==> src/rtl/ycrcb_pkg.sv <==
// ycrcb_pkg -- shared types and constants for the 4:2:2 YCrCb stream controller.
// Optional BT.656 timing-reference detection is enabled by YCRCB_TRS_DETECT_EN.
package ycrcb_pkg;

    // Position of the current word inside a Cb,Y0,Cr,Y1 quad
    typedef enum logic [1:0] {
        CB,
        Y0,
        CR,
        Y1
    } phase_t;

    // BT.656 preamble tracker: F1 = 3FF seen, F2 = 3FF,000, F3 = 3FF,000,000
    typedef enum logic [1:0] {
        IDLE,
        F1,
        F2,
        F3
    } trs_state_t;

    localparam logic [9:0]  TRS_FF   = 10'h3FF;
    localparam logic [9:0]  TRS_00   = 10'h000;
    localparam int unsigned XY_H_BIT = 6;
    localparam int unsigned XY_V_BIT = 7;

endpackage

==> src/rtl/bt656_trs_detect.sv <==
// bt656_trs_detect -- BT.656 timing-reference (3FF,000,000,XY) detector.
// Only instantiated when YCRCB_TRS_DETECT_EN is defined.
//   active    : the current valid word is active video (not TRS, inside SAV..EAV)
//   sol_pulse : the current active word is the first one after an SAV
//   eav_pulse : the current valid word is the XY word of an EAV (H=1)
module bt656_trs_detect
    import ycrcb_pkg::*;
#(
    parameter int unsigned DW = 10
) (
    input  logic          clk,
    input  logic          rst,
    input  logic [DW-1:0] din,
    input  logic          din_valid,
    output logic          active,
    output logic          sol_pulse,
    output logic          eav_pulse
);

    trs_state_t state;
    logic       active_q;
    logic       sol_pend;
    logic       is_ff;
    logic       is_00;
    logic       is_trs;

    // Classify the current word; 3FF is reserved, 000 only counts inside a preamble
    always_comb begin
        is_ff  = (din == DW'(TRS_FF));
        is_00  = (din == DW'(TRS_00));
        is_trs = is_ff || (((state == F1) || (state == F2)) && is_00) || (state == F3);
    end

    assign active    = din_valid && active_q && !is_trs;
    assign sol_pulse = active && sol_pend;
    assign eav_pulse = din_valid && (state == F3) && din[XY_H_BIT];

    // Preamble tracking and active-video window
    always_ff @(posedge clk or posedge rst) begin
        if (rst) begin
            state    <= IDLE;
            active_q <= 1'b0;
            sol_pend <= 1'b0;
        end else if (din_valid) begin
            if (sol_pend && active)
                sol_pend <= 1'b0;
            case (state)
                IDLE: if (is_ff) state <= F1;
                F1: begin
                    if (is_00)      state <= F2;
                    else if (is_ff) state <= F1;
                    else            state <= IDLE;
                end
                F2: begin
                    if (is_00)      state <= F3;
                    else if (is_ff) state <= F1;
                    else            state <= IDLE;
                end
                F3: begin
                    state <= IDLE;
                    if (!din[XY_H_BIT] && !din[XY_V_BIT]) begin
                        active_q <= 1'b1;
                        sol_pend <= 1'b1;
                    end else begin
                        active_q <= 1'b0;
                        sol_pend <= 1'b0;
                    end
                end
                default: state <= IDLE;
            endcase
        end
    end

endmodule

==> src/rtl/ycrcb_stream_ctrl.sv <==
// ycrcb_stream_ctrl -- demultiplexes a Cb,Y0,Cr,Y1 4:2:2 word stream into
// per-pixel (Y,Cr,Cb) for a downstream converter with CONV_LAT latency, and
// tracks pixel valid / start-of-line alongside the converter pipeline.
// Define YCRCB_TRS_DETECT_EN to take line timing from BT.656 TRS codes
// instead of din_sol.
module ycrcb_stream_ctrl
    import ycrcb_pkg::*;
#(
    parameter int unsigned CONV_LAT = 3,
    parameter int unsigned DW       = 10
) (
    input  logic          clk,
    input  logic          rst,
    input  logic [DW-1:0] din,
    input  logic          din_valid,
    input  logic          din_sol,
    input  logic          err_clr,
    output logic [DW-1:0] conv_y,
    output logic [DW-1:0] conv_cr,
    output logic [DW-1:0] conv_cb,
    output logic          pix_valid,
    output logic          pix_sol,
    output logic          seq_err
);

    logic          word_act;
    logic          line_start;
    logic          eav_seen;

    phase_t        phase;
    logic [DW-1:0] cb_hold;
    logic [DW-1:0] y0_hold;
    logic [DW-1:0] cr_hold;
    logic          sol_flag;
    logic          emit;
    logic          emit_sol;
    logic          err_set;
    logic [CONV_LAT-1:0] vld_sr;
    logic [CONV_LAT-1:0] sol_sr;

`ifdef YCRCB_TRS_DETECT_EN
    logic unused_din_sol;

    bt656_trs_detect #(
        .DW(DW)
    ) u_trs (
        .clk       (clk),
        .rst       (rst),
        .din       (din),
        .din_valid (din_valid),
        .active    (word_act),
        .sol_pulse (line_start),
        .eav_pulse (eav_seen)
    );

    assign unused_din_sol = din_sol;
`else
    assign word_act   = din_valid;
    assign line_start = din_valid && din_sol;
    assign eav_seen   = 1'b0;
`endif

    // Emit decode: a line start always re-seeds the quad, so it never emits
    always_comb begin
        emit     = word_act && !line_start && ((phase == CR) || (phase == Y1));
        emit_sol = (phase == CR) && sol_flag;
        err_set  = (phase != CB) && (line_start || eav_seen);
    end

    // Phase FSM, sample holds, converter inputs and sticky ordering error
    always_ff @(posedge clk or posedge rst) begin
        if (rst) begin
            phase    <= CB;
            cb_hold  <= '0;
            y0_hold  <= '0;
            cr_hold  <= '0;
            conv_y   <= '0;
            conv_cr  <= '0;
            conv_cb  <= '0;
            sol_flag <= 1'b0;
            seq_err  <= 1'b0;
        end else begin
            if (err_clr) seq_err <= 1'b0;
            if (err_set) seq_err <= 1'b1;

            if (eav_seen) begin
                phase    <= CB;
                sol_flag <= 1'b0;
            end else if (word_act) begin
                // The line-start word is the first Cb of the new line, so it is
                // latched as Cb even when it lands mid-quad; the old quad is lost
                if (line_start) begin
                    cb_hold  <= din;
                    sol_flag <= 1'b1;
                    phase    <= Y0;
                end else begin
                    case (phase)
                        CB: begin
                            cb_hold <= din;
                            phase   <= Y0;
                        end
                        Y0: begin
                            y0_hold <= din;
                            phase   <= CR;
                        end
                        CR: begin
                            cr_hold  <= din;
                            conv_y   <= y0_hold;
                            conv_cr  <= din;
                            conv_cb  <= cb_hold;
                            sol_flag <= 1'b0;
                            phase    <= Y1;
                        end
                        Y1: begin
                            conv_y  <= din;
                            conv_cr <= cr_hold;
                            conv_cb <= cb_hold;
                            phase   <= CB;
                        end
                        default: phase <= CB;
                    endcase
                end
            end
        end
    end

    // Valid/sol delay line matching converter latency; the output flop is the last stage
    always_ff @(posedge clk or posedge rst) begin
        if (rst) begin
            vld_sr    <= '0;
            sol_sr    <= '0;
            pix_valid <= 1'b0;
            pix_sol   <= 1'b0;
        end else begin
            vld_sr[0] <= emit;
            sol_sr[0] <= emit && emit_sol;
            for (int unsigned i = 1; i < CONV_LAT; i++) begin
                vld_sr[i] <= vld_sr[i-1];
                sol_sr[i] <= sol_sr[i-1];
            end
            pix_valid <= vld_sr[CONV_LAT-1];
            pix_sol   <= sol_sr[CONV_LAT-1];
        end
    end

endmodule

==> config.mk <==
export PLATFORM = sky130hd
export DESIGN_NAME = ycrcb_stream_ctrl
export DESIGN_NICKNAME = d
export VERILOG_FILES = /design/src/rtl/ycrcb_pkg.sv /design/src/rtl/bt656_trs_detect.sv /design/src/rtl/ycrcb_stream_ctrl.sv
export SDC_FILE = /design/constraint.sdc
export NUM_CORES = 1
export LEC_CHECK = 0
export BUFFER_PORTS_ARGS = -buffer_cell sky130_fd_sc_hd__buf_2
export CAP_MARGIN = 20
export CORE_MARGIN = 2
export CORE_UTILIZATION = 55
export DETAILED_ROUTE_END_ITERATION = 8
export GPL_TIMING_DRIVEN = 0
export PLACE_DENSITY = 0.78
export SLEW_MARGIN = 20
export SYNTH_ARGS = -nofsm -noshare
export SYNTH_HDL_FRONTEND = slang
export SYNTH_HIERARCHICAL = 1
export SYNTH_SLANG_ARGS = --single-unit
==> constraint.sdc <==
create_clock -name clk -period 2.69 [get_ports clk]
set_clock_uncertainty 0.05 [all_clocks]
set_input_delay 0.269 -clock clk [delete_from_list [all_inputs] [get_ports clk]]
set_output_delay 0.269 -clock clk [all_outputs]
set_load 0.05 [all_outputs]
==> results of run 1 <==
flip-flops by register name (all words and copies together) (netlist names):
signal	count
cb_hold	10
conv_cb	10
conv_cr	10
conv_y	10
cr_hold	10
phase	2
pix_sol	1
pix_valid	1
seq_err	1
sol_flag	1
sol_sr	3
vld_sr	3
y0_hold	10
metal layers:
layer | wire [um] | GRT usage (%) | vias to the layer above | share of wire, %
met5 | 0 | 0 | - | 0
met4 | 145 | 11.2 | 0 | 2.8
met3 | 168 | 4.48 | 10 | 3.2
met2 | 2390 | 28.5 | 33 | 46
met1 | 2540 | 26.3 | 809 | 48
li1 | - | - | 752 | -
worst register-to-register path, stage by stage, from the launching register on:
cell	delay, ps
dfrtp_1	390
inv_1	90
ha_1	220
o21ai_0	240
buf_2	320
mux2_2	370
cells in the mapped netlist, drive strengths merged:
cell type	instances	share of area (%)
mux2	80	33
dfrtp	72	59
nand2	7	1.0
buf	6	2.5
ha	4	1.6
inv	4	0.49
o21ai	2	0.33
and3	1	0.25
nor2b	1	0.45
o211ai	1	0.25
o21a	1	0.49
o22ai	1	0.21
final timing paths:
check	end	depth (start not counted)
hold / removal	seq_err	2
hold reg to reg	sol_sr[1]	0
setup reg to reg	cb_hold[7]	5
setup / recovery	cb_hold[7]	5
max in group asynchronous	cb_hold[2]	4
min in group asynchronous	conv_y[6]	3
area by class of cell:
class                   count  area [um2]
repair buffers             49         273
plain buffers               6        75.1
clock buffers              12         165
fillers                   400        1790
inverters                   4        17.5
well taps                  72        90.1
multi-input cells          98        1150
flip-flops and latches     72        1800
clock inverters             4        75.1
stage by stage:
| stage | hold WS (ps) | setup TNS (ps) |
|---|---|---|
| CTS | 82.0 | 0 |
| finish | 115 | 0 |
| global route | 111 | 0 |
| floorplan | 281 | 0 |
| detailed placement | 203 | 0 |
| global placement | 281 | -20650 |
where the power goes:
| group | total [mW] | switching (mW) | internal (mW) |
|---|---|---|---|
| Combinational | 1.87 | 1.15 | 0.716 |
| Sequential | 1.70 | 0.209 | 1.49 |
| Clock | 0.988 | 0.390 | 0.598 |
cells in the final DEF (no fill, tap or decap), drive strengths merged:
cell type / n
dfrtp: 72
nor2b: 1
inv: 4
ha: 4
buf: 54
o21ai: 2
dlygate4sd3: 1
mux2: 80
o211ai: 1
nand2: 7
clkinvlp: 2
o22ai: 1
clkbuf: 12
o21a: 1
and3: 1
bufinv: 2
cell families after synthesis:
family | count (synthesis) | share of synthesized area, %
adders and majority gates | 4 | 1.64
AOI/OAI and AO/OA | 5 | 1.27
DFF | 72 | 59.2
muxes | 80 | 33.2
and+or+nand+nor | 9 | 1.73
buffers and inverters | 10 | 2.96
==> metrics.md, run 1 <==
| Metric | Value |
|---|---|
| Status | `finished, final reports clean` |
| Pwr dens | `1250 mW/mm2` |
| Core box area | `0.00544 mm2` |
| ANT cells | `0` |
| Leak pwr | `1.74 nW` |
| Routability cong. | `0.785` |
| Initial core utilization | `55.9%` |
| Fin. Hold Viols | `0` |
| Pre-CTS setup slack | `907 ps` |
| Number of global-route vias before repair | `1667` |
| Worst-skew pair later-pin latency | `350 ps` |
| Die Ht | `78.4 um` |
| Worst-Margin Slew | `302 ps` |
| Post-layout power | `4.56 mW` |
| Relative slew slack | `79.9%` |
| Crit-path cells | `inv_1 > ha_1 > o21ai_0 > buf_2 > mux2_2` |
| Clock tree buffer depth | `2` |
| Crit Reg-Reg Startpoint | `phase[0]` |
| First-pass GRT wire length | `8610 um` |
| WL final | `5250 um` |
| Syn_nets | `199` |
| Synth cell types | `15` |
| Max-slew violation count | `0` |
| Root buffer cell | `clkbuf_8` |
| Gr ovfl total | `0` |
| Hold_sp | `err_clr` |
| CTS Buf Count | `9` |
| CP Max Fanout | `10` |
| IO Port Bufs | `47` |
| Crit start category | `flop` |
| Reg2Reg Setup Slack | `880 ps` |
| Mapped Area | `0.00304 mm2` |
| H-tree depth | `3` |
| DR vias | `1604` |
| Post-CTS sizing | `0` |
| Tightest Hold Check Type | `primary input to flop` |
| Final WS setup | `879 ps` |
| Flops & latches, synth | `72` |
| Setup crit start | `phase[0]` |
| All-Layer GR Usage | `19.3%` |
| CP max stage cell | `dfrtp_1` |
| Die width | `78.4 um` |
| Clock Pin Slew Worst Setup and Hold Paths | `80 ps` |
| Finished Layout Cells | `317` |
| Post-CTS Setup Repair Bufs | `0` |
| Critical path type | `flop to flop` |
| Initial antenna violation count | `0` |
| DP HPWL | `3560 um` |
| Sink Count | `72` |
| Worst path arrival time | `1990 ps` |
| RSZ-0062 raised after global routing | `false` |
| Final worst path period need | `1810 ps` |
| CP Capture Type | `flop` |
| Seq/Total Area, Yosys | `59.2%` |
| Top-Level Pins | `48` |
| Max incr delay on CP | `390 ps` |
| Post-Syn Instances | `180` |
| Share of layout cells above drive strength 1 | `63.7%` |
| DRC errors left | `0` |
| Largest net degree at the start of global routing | `53` |
| Final setup fails | `0` |
| Avg Cell Area, Syn | `16.9 um2` |
| Routed Antenna Nets | `0` |
| Layout area overhead | `19.9%` |
| Cells after DPL | `300` |
| Top delay family on crit path | `buffers and inverters` |
| Vias per inst | `5.06` |
| Worst Path Required | `2870 ps` |
| Worst path bufs/invs | `2` |
| CTS tree | `done` |
| Nets | `259` |
| Drt wl/cell | `16.5 um` |
| Max VDD drop | `0.000750 V` |
| Synth Warn # | `6` |
| Fin crit share | `67.3%` |
| Post-route cell area | `0.00365 mm2` |
| Max-Cap Viols | `0` |
| DRT Pass-1 Iters | `4` |
| Hold_buf cts | `1` |
| Initial drt markers | `82` |
| FMAX | `552 MHz` |
| Layout Utilization | `67.1%` |
| Die area | `0.00614 mm2` |
| Row cnt | `27` |
| Area after DPL | `0.00340 mm2` |
Power figures use the tool's default switching activity.
==> inputs of run 2 (changes only) <==
CORE_UTILIZATION = 50   (was 55)
PLACE_DENSITY = 0.75   (was 0.78)
clock period = 1.6 ns   (was 2.69 ns; I/O delays follow)
==> run 2 against run 1 <==
Register-to-register slack worse by 910 ps. Via count increased by 4.3%. Clock power grew 48%. Sequential power up 69%. First-iteration DRC count grew 26%. Critical path depth unchanged. The flow now finishes with violations (negative setup slack). Routed wire length is 9.2% higher. Flip-flop and latch count unchanged.
==> metrics.md, run 2 (synthesis gave the netlist of run 1 again) <==
| Metric | Value |
|---|---|
| Status | `finished with violations` |
| Violated checks | `negative setup slack` |
| Worst path arrival time | `1800 ps` |
| Vias per inst | `5.09` |
| Max VDD drop | `0.00116 V` |
| Final setup fails | `27` |
| Die width | `82.0 um` |
| Int Power | `4.58 mW` |
| Sink Count | `72` |
| Max-Cap Viols | `0` |
| DR vias | `1673` |
| Register area | `0.00180 mm2` |
| Area of the multi-input gates | `0.00119 mm2` |
| Post-layout power | `7.57 mW` |
| Die Ht | `82.0 um` |
| Hold Path End | `phase[0]` |
| Top-Level Pins | `48` |
| Initial antenna violation count | `0` |
| Final hold slack | `61.5 ps` |
| Critical path type | `flop to flop` |
| ANT cells | `0` |
| Nets | `268` |
| Pwr dens | `2000 mW/mm2` |
| H-tree depth | `3` |
| Reg2Reg Setup Slack | `-30 ps` |
| Leak pwr | `1.78 nW` |
| CTS Buf Count | `9` |
| Routed Antenna Nets | `0` |
| Gr ovfl total | `0` |
| Routability cong. | `0.719` |
| CP Capture Type | `flop` |
| Root buffer cell | `clkbuf_8` |
| Worst Path Required | `1760 ps` |
| First-pass GRT wire length | `8920 um` |
| Max-slew violation count | `0` |
| IO Port Bufs | `47` |
| Drt wl/cell | `17.4 um` |
| Final worst path period need | `1630 ps` |
| Clock Pin Slew Worst Setup and Hold Paths | `70 ps` |
| Logic pwr share | `42.7%` |
| Worst Hold Path Cells | `2` |
| Share of layout cells above drive strength 1 | `66.9%` |
| R2R cell count | `5` |
| Fin. Hold Viols | `0` |
| DP HPWL | `3660 um` |
| Initial drt markers | `103` |
| All-Layer GR Usage | `18.5%` |
| Crit start category | `flop` |
| Initial core utilization | `51.7%` |
| Sequential power share | `38.1%` |
| WL final | `5730 um` |
| DRC errors left | `0` |
| Setup TNS Final | `-431 ps` |
| Capturing point of the worst reg2reg path | `conv_cr[5]` |
| Worst-Margin Slew | `438 ps` |
| Tightest Hold Check Type | `primary input to flop` |
| Sw frac | `39.5%` |
| Fin crit share | `102%` |
| Number of global-route vias before repair | `1757` |
| Clock tree buffer depth | `2` |
| Die area | `0.00673 mm2` |
| Row cnt | `28` |
| Largest net degree at the start of global routing | `29` |
| Fill cells | `439` |
| Post-route cell area | `0.00378 mm2` |
| Net Switching | `2.99 mW` |
| CP Max Fanout | `10` |
| RSZ-0062 raised after global routing | `true` |
| Worst-skew pair later-pin latency | `330 ps` |
| Area after DPL | `0.00342 mm2` |
| DRT Pass-1 Iters | `4` |
| Most frequent cells in the layout | `71 x dfrtp_1, 51 x mux2_2, 47 x buf_2` |
| CTS tree | `done` |
| Layout area overhead | `24.2%` |
| Hold_sp | `din_valid` |
| Commonest non-fill, non-tap cell in the layout | `dfrtp_1` |
| Final WS setup | `-34.5 ps` |
| Relative slew slack | `70.8%` |
| Core box area | `0.00589 mm2` |
| Crit Reg-Reg Startpoint | `phase[1]` |
| Clock group share of total power | `19.2%` |
| FMAX | `612 MHz` |
## run 2: cell count changes in the layout (fill, tap and decap cells not counted), sizes merged
cell and delta:
inv -1, clkinv +2, bufinv -1, clkinvlp +1
buf +7, dlygate4sd3 +1
## run 2: how the worst max path moves through the flow
stage / start / end / slack [ps] / cells after the start
detailed placement: phase[0] / cb_hold[2] / -220 / 5
CTS: phase[1] / conv_cr[5] / -20 / 4
floorplan: phase[0] / cb_hold[0] / 40 / 5
finish: phase[1] / conv_cr[5] / -30 / 5
global route: phase[1] / conv_cr[5] / -50 / 5
global placement: phase[0] / cb_hold[3] / -200 / 5
## run 2: per-layer routing
metal	GRT usage [%]	vias up	share of wire, %
met5	0	-	0
met4	8.00	0	1.6
met3	3.74	8	2.8
met2	28.8	27	48
met1	25.1	863	47
li1	-	775	-
## run 2: power groups by stage
| stage | clock (mW) | sequential, mW | combinational (mW) |
|---|---|---|---|
| floorplan | 0 | 4.18 | 1.18 |
| detailed placement | 0 | 2.91 | 3.16 |
| CTS | 1.49 | 2.88 | 3.20 |
| global route | 1.56 | 2.96 | 3.41 |
| finish | 1.46 | 2.88 | 3.23 |
| global placement | 0 | 2.87 | 3.08 |
## run 2: area by class of cell
class	count	share of cell area, %
multi-input combinational	98	31.5
clock inverter	5	1.46
timing repair buffer	58	9.87
buffer	6	2.48
tap	75	2.48
sequential	72	47.7
clock buffer	11	4.01
inverter	4	0.497
## run 2: per-stage QoR
step,setup slack (ps),instances,util (%)
final,-34.5,329,64.2
after global routing,-52.4,329,64.2
after CTS,-23.5,323,62.5
after detailed placement,-219,304,58.0
after global placement,-200,302,57.4
after floorplan,43.5,180,-
## run 2: what timing repair did
| action | CTS | global route |
|---|---|---|
| gates resized for setup | 13 | 8 |
| setup endpoints to repair | 39 | 39 |
| setup buffers | 0 | 5 |
| hold buffers | 2 | 0 |
| gates cloned | 1 | 1 |
| pin swaps | 1 | 1 |
| endpoints found under the hold margin | 20 | 0 |
## run 2: worst max-delay path, stage by stage, from the launching register on
cell and delay, ps:
dfrtp_1 440, buf_6 150, ha_4 160, o21a_4 250, buf_12 170, mux2_4 300
==> inputs of run 3 (changes only) <==
PLACE_DENSITY = 0.81   (was 0.75)
SETUP_SLACK_MARGIN = 0.3   (was not set)
==> run 3 against run 2 <==
Register-to-register slack about the same. Sequential power barely moved. Worst hold slack got worse by 8.8 ps. Via count is 4.1% higher. Non-clock buffer count increased by 3. Utilization grew 3.0 points. The flow still finishes with violations (negative setup slack). Power up 1.6%. Die area unchanged. Critical path type unchanged. Maximum frequency grew 0.90%. Combinational power grew 7.7%. Flip-flop and latch count stayed put.
==> metrics.md, run 3 (synthesis gave the netlist of run 1 again) <==
| Metric | Value |
|---|---|
| Vias per inst | `5.23` |
| Crit-path cells | `inv_2 > ha_4 > o21a_4 > clkbuf_16 > mux2_4` |
| Worst-Margin Slew | `491 ps` |
| Max-slew violation count | `0` |
| DR vias | `1742` |
| CTS Buf Count | `9` |
| Gr ovfl total | `0` |
| Sequential power share | `37.9%` |
| Final WS setup | `-20.0 ps` |
| Violated checks | `negative setup slack` |
| Sw frac | `40.6%` |
| Pre-CTS setup slack | `-68.7 ps` |
| Largest net degree at the start of global routing | `35` |
| DP HPWL | `3570 um` |
| CP Capture Type | `flop` |
| Crit Reg-Reg Startpoint | `phase[0]` |
| Max-Cap Viols | `0` |
| Int Power | `4.57 mW` |
| H-tree depth | `3` |
| Worst Path Required | `1780 ps` |
| First-pass GRT wire length | `9630 um` |
| Leak pwr | `1.92 nW` |
| Fill cells | `403` |
| Hold_sp | `din[4]` |
| Crit start category | `flop` |
| R2R cell count | `5` |
| Die area | `0.00673 mm2` |
| Status | `finished with violations` |
| Met2 wire length | `3450 um` |
| Layout area overhead | `30.0%` |
| Worst Hold Path Cells | `2` |
| Fin crit share | `101%` |
| Capturing point of the worst reg2reg path | `conv_cb[5]` |
| All-Layer GR Usage | `20.6%` |
| Worst path bufs/invs | `2` |
| Net Switching | `3.12 mW` |
| CP Max Fanout | `6` |
| Nets | `273` |
| WL final | `6730 um` |
| Die Ht | `82.0 um` |
| Relative slew slack | `67.2%` |
| Top delay family on crit path | `flip-flops` |
| Fin. Hold Viols | `0` |
| Final worst path period need | `1620 ps` |
| Worst-skew pair later-pin latency | `350 ps` |
| Most frequent cells in the layout | `71 x dfrtp_1, 49 x mux2_4, 47 x buf_2` |
| Met3 WL post-DR | `191 um` |
| Max incr delay on CP | `440 ps` |
| Reg2Reg Setup Slack | `-20 ps` |
| Initial drt markers | `108` |
| Clock tree buffer depth | `2` |
| DRC errors left | `0` |
| Critical path type | `flop to flop` |
| Core box area | `0.00589 mm2` |
| Number of global-route vias before repair | `1852` |
| DRT Pass-1 Iters | `4` |
| FMAX | `617 MHz` |
| Logic pwr share | `45.3%` |
| Cells after DPL | `304` |
| Setup TNS Final | `-143 ps` |
| Clock group share of total power | `16.8%` |
| Row cnt | `28` |
| IO Port Bufs | `47` |
| ANT cells | `0` |
| CTS tree | `done` |
| DRT met1 WL | `2920 um` |
| Routability cong. | `0.780` |
| DR top layer | `met4` |
| Initial core utilization | `51.7%` |
| Final setup fails | `19` |
| Tightest Hold Check Type | `primary input to flop` |
| Sink Count | `72` |
| Top-Level Pins | `48` |
| Pwr dens | `1940 mW/mm2` |
| Share of layout cells above drive strength 1 | `68.2%` |
| Die width | `82.0 um` |
| Finished Layout Cells | `333` |
| Initial antenna violation count | `0` |
| CP max stage cell | `dfrtp_1` |
| Clock Pin Slew Worst Setup and Hold Paths | `70 ps` |
| Hold Path End | `cr_hold[4]` |
| Worst path arrival time | `1800 ps` |
| Root buffer cell | `clkbuf_8` |
| RSZ-0062 raised after global routing | `true` |
| Routed Antenna Nets | `0` |
| Max VDD drop | `0.00106 V` |
| Drt wl/cell | `20.2 um` |
| Commonest non-fill, non-tap cell in the layout | `dfrtp_1` |
run 3: worst max path at each step:
| stage | startpoint | depth (start not counted) | end |
|---|---|---|---|
| 2_1_floorplan | phase[0] | 4 | conv_cr[9] |
| 3_3_place_gp | phase[0] | 4 | conv_cr[1] |
| 3_5_place_dp | phase[0] | 4 | conv_y[6] |
| 4_1_cts | phase[0] | 5 | conv_cb[8] |
| 5_1_grt | phase[0] | 5 | conv_y[3] |
| 6_report | phase[0] | 5 | conv_cb[5] |
run 3: power by group through the flow:
stage	Combinational (mW)	Clock [mW]	Sequential (mW)
after CTS	3.32	1.30	2.88
final	3.48	1.29	2.91
after global routing	3.65	1.37	3.00
after floorplan	1.19	0	4.18
after global placement	3.10	0	2.87
after detailed placement	3.17	0	2.89
run 3: repair_timing:
action | CTS | global route
pin swaps | 4 | 3
hold buffers | 2 | 0
setup buffers | 5 | 2
setup endpoints to repair | 61 | 63
resized for setup | 26 | 21
gates cloned | 3 | 2
hold endpoints to repair | 19 | 0
run 3: metrics by stage:
stage | instance area [um2] | util, % | hold slack (ps) | power (mW)
after global placement | 3400 | 57.7 | 282 | 5.97
after detailed placement | 3440 | 58.5 | 171 | 6.07
after floorplan | 3070 | - | 218 | 5.37
final | 3960 | 67.2 | 52.7 | 7.69
after global routing | 3960 | 67.2 | 57.3 | 8.02
after CTS | 3810 | 64.8 | 39.4 | 7.50
run 3: final cells by class:
type                       instances  area (um2)  share of cell area [%]
buffer                             6         101                    2.56
clock buffer                      12         155                    3.92
clock inverter                     3        17.5                   0.443
inverter                           4        18.8                   0.474
multi-input combinational        100        1340                    33.7
sequential                        72        1800                    45.6
tap                               75        93.8                    2.37
timing repair buffer              61         432                    10.9
run 3: layer usage:
| metal | global-route usage [%] | up-vias |
|---|---|---|
| met1 | 25.0 | 897 |
| met3 | 3.74 | 11 |
| met2 | 34.1 | 46 |
| met5 | 0 | - |
| met4 | 12.2 | 0 |
| li1 | - | 788 |
